[src/rtl/move_input_conditioner.sv]
// rtl/move_input_conditioner.sv - button sync/debounce, priority select and auto-repeat move strobe
module move_input_conditioner #(
  parameter int DEBOUNCE_CYCLES = 500000,
  parameter int REPEAT_DELAY    = 25000000,
  parameter int REPEAT_PERIOD   = 1000000
) (
  input  logic clk,
  input  logic rst,
  input  logic btn_u,
  input  logic btn_d,
  input  logic btn_l,
  input  logic btn_r,
  output logic up,
  output logic down,
  output logic left,
  output logic right,
  output logic move_tick,
  output logic any_held
);

  localparam int RC_MAX = (REPEAT_DELAY > REPEAT_PERIOD) ? REPEAT_DELAY : REPEAT_PERIOD;
  localparam int DB_W   = $clog2(DEBOUNCE_CYCLES);
  localparam int RC_W   = $clog2(RC_MAX);
  localparam logic [DB_W-1:0] DB_LAST     = DB_W'(DEBOUNCE_CYCLES - 1);
  localparam logic [RC_W-1:0] DELAY_LAST  = RC_W'(REPEAT_DELAY - 1);
  localparam logic [RC_W-1:0] PERIOD_LAST = RC_W'(REPEAT_PERIOD - 1);

  typedef enum logic [1:0] {S_IDLE, S_DELAY, S_REPEAT} state_t;

  // Bit order everywhere: [3]=right, [2]=left, [1]=down, [0]=up
  logic [3:0] btn_raw, sync1, sync2, level, sel, dir, dir_next;
  logic [RC_W-1:0] rc, rc_next;
  logic tick_next;
  state_t state, state_next;

  assign btn_raw = {btn_r, btn_l, btn_d, btn_u};

  always_ff @(posedge clk or posedge rst) begin
    if (rst) begin
      sync1 <= '0;
      sync2 <= '0;
    end else begin
      sync1 <= btn_raw;
      sync2 <= sync1;
    end
  end

  generate
    for (genvar i = 0; i < 4; i++) begin : g_db
      logic [DB_W-1:0] cnt;
      logic            lvl;

      always_ff @(posedge clk or posedge rst) begin
        if (rst) begin
          cnt <= '0;
          lvl <= 1'b0;
        end else if (sync2[i] == lvl) begin
          cnt <= '0;
        end else if (cnt == DB_LAST) begin
          lvl <= ~lvl;
          cnt <= '0;
        end else begin
          cnt <= cnt + DB_W'(1);
        end
      end

      assign level[i] = lvl;
    end
  endgenerate

  always_comb begin
    sel = 4'b0000;
    if (level[3])      sel = 4'b1000;
    else if (level[2]) sel = 4'b0100;
    else if (level[0]) sel = 4'b0001;
    else if (level[1]) sel = 4'b0010;
  end

  always_ff @(posedge clk or posedge rst) begin
    if (rst) begin
      state     <= S_IDLE;
      dir       <= '0;
      move_tick <= 1'b0;
      rc        <= '0;
    end else begin
      state     <= state_next;
      dir       <= dir_next;
      move_tick <= tick_next;
      rc        <= rc_next;
    end
  end

  always_comb begin
    state_next = state;
    if (sel == 4'b0000)                           state_next = S_IDLE;
    else if (sel != dir)                          state_next = S_DELAY;
    else if (state == S_DELAY && rc == DELAY_LAST) state_next = S_REPEAT;
  end

  // A direction change restarts the hold and wins over any expiry this cycle
  always_comb begin
    dir_next  = sel;
    tick_next = 1'b0;
    rc_next   = '0;
    if (sel != 4'b0000 && sel != dir) begin
      tick_next = 1'b1;
    end else if (sel != 4'b0000) begin
      case (state)
        S_DELAY: begin
          if (rc == DELAY_LAST) tick_next = 1'b1;
          else                  rc_next   = rc + RC_W'(1);
        end
        S_REPEAT: begin
          if (rc == PERIOD_LAST) tick_next = 1'b1;
          else                   rc_next   = rc + RC_W'(1);
        end
        default: ;
      endcase
    end
  end

  assign right    = dir[3];
  assign left     = dir[2];
  assign down     = dir[1];
  assign up       = dir[0];
  assign any_held = |level;

endmodule

[config.mk]
export PLATFORM = sky130hd
export DESIGN_NAME = move_input_conditioner
export DESIGN_NICKNAME = d
export VERILOG_FILES = /design/src/rtl/move_input_conditioner.sv
export SDC_FILE = /design/constraint.sdc
export NUM_CORES = 1
export LEC_CHECK = 0
export ABC_AREA = 1
export BUFFER_PORTS_ARGS = -buffer_cell sky130_fd_sc_hd__buf_2
export CAP_MARGIN = 5
export CORE_MARGIN = 2
export CORE_UTILIZATION = 40
export CTS_CLUSTER_DIAMETER = 200
export DETAILED_ROUTE_END_ITERATION = 7
export SYNTH_ARGS = -nofsm -noshare
export SYNTH_HDL_FRONTEND = slang
export SYNTH_SLANG_ARGS = --single-unit
[constraint.sdc]
create_clock -name clk -period 7.38 [get_ports clk]
set_input_delay 1.476 -clock clk [delete_from_list [all_inputs] [get_ports clk]]
set_output_delay 1.476 -clock clk [all_outputs]
set_load 0.05 [all_outputs]
### Word level (Yosys, flattened, before mapping)

Cells that the tools add are included.

| word-level totals | value |
|---|---|
| register bits | 120 |
| bits of input ports | 6 |
| word-level logic and storage cells | 75 |

| cells by class | value |
|---|---|
| add/subtract/negate cells | 5 |
| equal/unequal tests | 13 |
| multiplexer cells | 25 |
| bitwise logic cells | 8 |
| reductions and logical operators | 10 |

Operators by type and width:

| cell | number |
|---|---|
| 2-to-1 mux 19 bit | 8 |
| 2-to-1 mux 25 bit | 4 |
| adder 19 x 1 -> 19 bit, second input constant | 4 |
| == test 19 bit, second input constant | 4 |
| one-hot mux 25 bit (2 select lines) | 1 |
| adder 25 x 1 -> 25 bit, second input constant | 1 |
| == test 25 x 20 -> 1 bit, second input constant | 1 |
| == test 25 bit, second input constant | 1 |
| 2-to-1 mux 2 bit | 5 |
| NOT 1 bit | 8 |
| AND reduction 2 bit | 4 |
| == test 1 bit | 4 |
| logical NOT 4 bit | 1 |
| 2-to-1 mux 1 bit | 4 |
| 2-to-1 mux 4 bit | 1 |
| != test 4 bit | 1 |
| nonzero test 4 bit | 1 |
| OR reduction 4 bit | 1 |
| 2-to-1 mux 3 bit | 1 |
| nonzero test 3 bit | 1 |
| == test 2 x 1 -> 1 bit, second input constant | 1 |
| == test 2 bit, second input constant | 1 |
| logical AND 1 bit | 2 |
| one-hot mux 1 bit (2 select lines) | 1 |

### Depth between registers and ports, before layout

| logic depth | value |
|---|---|
| depth after elaboration | 7 |
| mapped depth | 10 |

### Least setup slack after synthesis

Ideal clock, no wire load.

| path | value |
|---|---|
| kind | register to output |
| from | reg g_db[3].lvl |
| to | out any_held |
| data arrival time | 960 ps |
| required time | 5904 ps |
| slack | 4944 ps |
| stages on the path, launching flop included | 4 |
| buffers on the path | 0 |
| cell sequence | dfrtp_1 nor2_4 nand3_2 nand3_2 |

| between the ends | value |
|---|---|
| cells in the longest elaborated chain, start to end | 1 |

RTL lines:

| what | RTL line | text |
|---|---|---|
| from (decl) | 51 | `logic lvl;` |
| from (signal assigned) | 60 | `lvl <= ~lvl;` |
| OR reduction 4 bit | 126 | `assign any_held = \|level;` |
| to (decl) | 18 | `output logic any_held` |

No other way between the ends.

### Worst setup path after layout

Same ends and word-level chain as after synthesis.

==> results.md <==
| Item | Reported |
| --- | --- |
| Crit path DAT | 1630 ps |
| Input/output buffers | 11 |
| Number of antenna violations at the first check in global routing | 0 |
| Xor/xnor cell area share of the yosys netlist | 6.658% |
| Met1 track demand over resource | 23.32% |
| Number of top-level pins | 12 |
| Final worst-path cycle share | 42.05% |
| Final worst clock skew | 7.988 ps |
| Met2 global-route usage | 27.46% |
| Cell-by-cell listing of the critical path | nor2_4 > nand3_2 > nand3_2 > buf_2 |
| R2R Setup Slk | 5400 ps |
| Area delta synth->final | 13.02% |
| Max Transition Viols Final | 0 |
| Critical path endpoint category | output port |
| Adder-cell area share of the yosys netlist | 1.305% |
| Mean cell area of the mapped netlist | 7.738 sq um |
| Number of flops mapped to enable cells by yosys | 0 |
| RD Place Congestion | 0.8720 |
| Multiplexer area fraction after synthesis | 0% |
| Switching power total | 332.5 uW |
| Combinational family with the most area after synthesis | simple AND/OR/NAND/NOR gates |
| Final Setup Violations | 0 |
| Min Clock Period, post-route | 3103 ps |
| Post-synth cell types | 36 |
| Synth warnings | 0 |
| Measured slew at the worst slew-check pin | 841.0 ps |
| Post-synth design cell area | 6709 sq um |
| Wire length after detailed routing | 13960 um |
| Most used cells in the layout excluding fill and tap cells | 193 x sky130_fd_sc_hd__nor2_1, 188 x sky130_fd_sc_hd__nand2_1, 120 x sky130_fd_sc_hd__dfrtp_1, 93 x sky130_fd_sc_hd__inv_1, 63 x sky130_fd_sc_hd__nand3_1 |
| Pin count of the biggest net entering global routing | 67 |
| Share of power burned in the clock network | 53.5% |
| Delay contributed by the slowest stage of the critical path | 480 ps |
| Clock transition at the registers of the reported paths | 50 ps |
| Async SR Flop Fraction | 100.0% |
| Complex-gate fraction of the synthesized area | 2.369% |
| Largest buffer count on any clock path | 2 |
| Std-Cell Core Area | 16470 sq um |
| Worst hold path type | register to register |
| Number of nets in the finished design | 906 |
| Outcome | complete, no violations |
| CP Launch Type | register |
| Maximum fanout encountered on the critical timing path | 7 |
| Crit path kind | register to output port |
| Internal power | 1.187 mW |
| Post-DR wirelength/cell | 12.39 um |
| Peak Freq | 322.2 MHz |
| Worst EP required | 5900 ps |
| Total of flip-flops plus latches after synthesis | 120 |
| Inserted Clock Buffers | 17 |
| Die footprint | 17820 sq um |
| Die Wd | 133.5 um |
| Nets in the synthesized netlist | 880 |
| Max-cap viol count | 0 |
| Number of hold violations in the final report | 0 |
| Sum of internal, switching and leakage power | 1.520 mW |
| Initial core utilization | 40.74% |
| Antenna diode count | 0 |
| Switch share | 21.88% |
| Combinational Power Share | 2.3% |
| Number of H-tree levels | 4 |
| Final worst hold slack | 353.3 ps |
| RSZ-0062 raised after global routing | no |
| Routed via count | 5437 |
| Number of global-route vias before repair | 5455 |
| Ratio of routed vias to standard cells | 4.829 |
| Router iterations before antenna repair | 5 |
| Gr ovfl total | 0 |
| Global Route Usage Sum | 17.26% |
| CP max stage cell | sky130_fd_sc_hd__dfrtp_1 |
| Wire length of the first global-routing pass | 25110 um |
| Most numerous cell on the critical path | sky130_fd_sc_hd__nand3_2 |
| Post-Synth Simple-Gate Area | 38.66% |
| Power per cell area | 200.4 nW/um^2 |
| Ys flop type | sky130_fd_sc_hd__dfrtp_1 |
| Clock Sink Count | 120 |
| Post-cts repair resize count | 0 |
| Layer carrying the most global-route usage | met2 |
| Clk Latency, worst-skew pair | 420 ps |
| Most common cell after layout, fill and taps aside | sky130_fd_sc_hd__nor2_1 |
| Gate count after technology mapping | 867 |
| Layout cell share with drive strength beyond 1 | 10.04% |
| Share of power burned in registers | 44.3% |
| Cell chosen for the clock root | sky130_fd_sc_hd__clkbuf_16 |
| Worst IR Drop VDD | 179.5 uV |
| CTS tree | yes |
| Leakage power total | 3.147 nW |
| Count of standard-cell rows | 47 |
| Number of buffers added for setup after CTS | 0 |
| Remaining antenna violation count | 0 |
| Met3 routing resource usage after global routing | 3.957% |
| Die Y-Extent | 133.5 um |
| Setup TNS Final | 0 ps |
| HPWL reported at the end of detailed placement | 10110 um |
| Quantity of hold-fixing buffers added after cts | 0 |
| Max_slew headroom | 43.93% |
| Remaining design rule violation count | 0 |
| Sequential cell area fraction in the yosys report | 44.76% |
| DRT iter0 DRCs | 354 |
==> synth_stat cells (2+ instances only) <==
cell	count	area, sq um
sky130_fd_sc_hd__nand2_1	188	705.7
sky130_fd_sc_hd__nand3_1	63	315.3
sky130_fd_sc_hd__nor2_4	24	270.3
sky130_fd_sc_hd__o21bai_1	2	15.01
sky130_fd_sc_hd__ha_1	7	87.58
sky130_fd_sc_hd__dfrtp_1	120	3003
sky130_fd_sc_hd__nand3b_1	3	22.52
sky130_fd_sc_hd__nor2_2	7	43.79
sky130_fd_sc_hd__inv_2	3	11.26
sky130_fd_sc_hd__or2_2	3	18.77
sky130_fd_sc_hd__o21ai_0	10	50.05
sky130_fd_sc_hd__xnor2_1	11	96.34
sky130_fd_sc_hd__buf_12	2	40.04
sky130_fd_sc_hd__nand3_2	3	30.03
sky130_fd_sc_hd__nand2_2	5	31.28
sky130_fd_sc_hd__clkbuf_1	3	11.26
sky130_fd_sc_hd__inv_1	94	352.8
sky130_fd_sc_hd__nor2_1	193	724.4
sky130_fd_sc_hd__xor2_1	40	350.3
sky130_fd_sc_hd__a21oi_1	9	45.04
sky130_fd_sc_hd__nor3b_1	7	52.55
sky130_fd_sc_hd__nor3_1	28	140.1
sky130_fd_sc_hd__nand4_1	29	181.4
==> flip-flops by register name (all words and copies together) (netlist names) <==
signal     flops
dir            4
sync1          4
rc            25
state          2
sync2          4
g_db.lvl       4
g_db.cnt      76
move_tick      1
==> stage by stage <==
step           util (%)  cell area, sq um  setup slack (ps)  std cells
3_3_place_gp      42.50              6998              4368       1094
2_1_floorplan         -              6709              2718        867
3_5_place_dp      42.50              6998              4348       1094
5_1_grt           46.05              7582              4186       1126
6_report          46.05              7582              4277       1126
4_1_cts           46.05              7582              4240       1126
==> critical path, delay by kind of cell (launching register included) <==
kind,cells,cell delay [ps]
flops,1,480
simple gates,3,440
buf+inv,1,290
==> final timing paths <==
path / to / from / cells after the start
setup / recovery: any_held / g_db[3].lvl$_DFFE_PP0P_ / 4
hold / removal: sync2[2]$_DFF_PP0_ / sync1[2]$_DFF_PP0_ / 0
setup reg to reg: rc[1]$_DFF_PP0_ / rc[0]$_DFF_PP0_ / 8
hold reg to reg: sync2[2]$_DFF_PP0_ / sync1[2]$_DFF_PP0_ / 0
max in group asynchronous: g_db[0].cnt[4]$_DFF_PP0_ / rst / 3
min in group asynchronous: g_db[2].cnt[6]$_DFF_PP0_ / rst / 2
==> layer usage <==
metal	part of all wire, %	wire, um	vias to the layer above
met5	0	0	-
met4	1.5	203	0
met3	3.2	447	16
met2	46	6438	87
met1	49	6866	2539
li1	-	-	2795
==> final cells by class <==
cell class | count | area [sq um]
clock buffers | 21 | 460.4
inverters | 98 | 370.4
clock inverters | 11 | 123.9
repair buffers | 12 | 62.56
flip-flops and latches | 120 | 3003
multi-input cells | 644 | 3287
well taps | 220 | 275.3
fillers | 1664 | 8884
==> logic make-up after synthesis <==
kind of cell / count (synthesis)
AND/OR/NAND/NOR: 558
flip-flops: 120
buffers and inverters: 103
XOR/XNOR: 51
AO/OA/AOI/OAI: 28
adder cells (fa/ha/maj): 7
==> power groups by stage <==
stage	logic [mW]	registers (mW)	clock network (mW)
final	0.0346	0.673	0.813
after global routing	0.0416	0.673	0.863
after CTS	0.0366	0.673	0.835
after detailed placement	0.0365	0.684	0
after global placement	0.0363	0.684	0
after floorplan	0.0257	0.682	0
(Power assumes the default switching activity.)
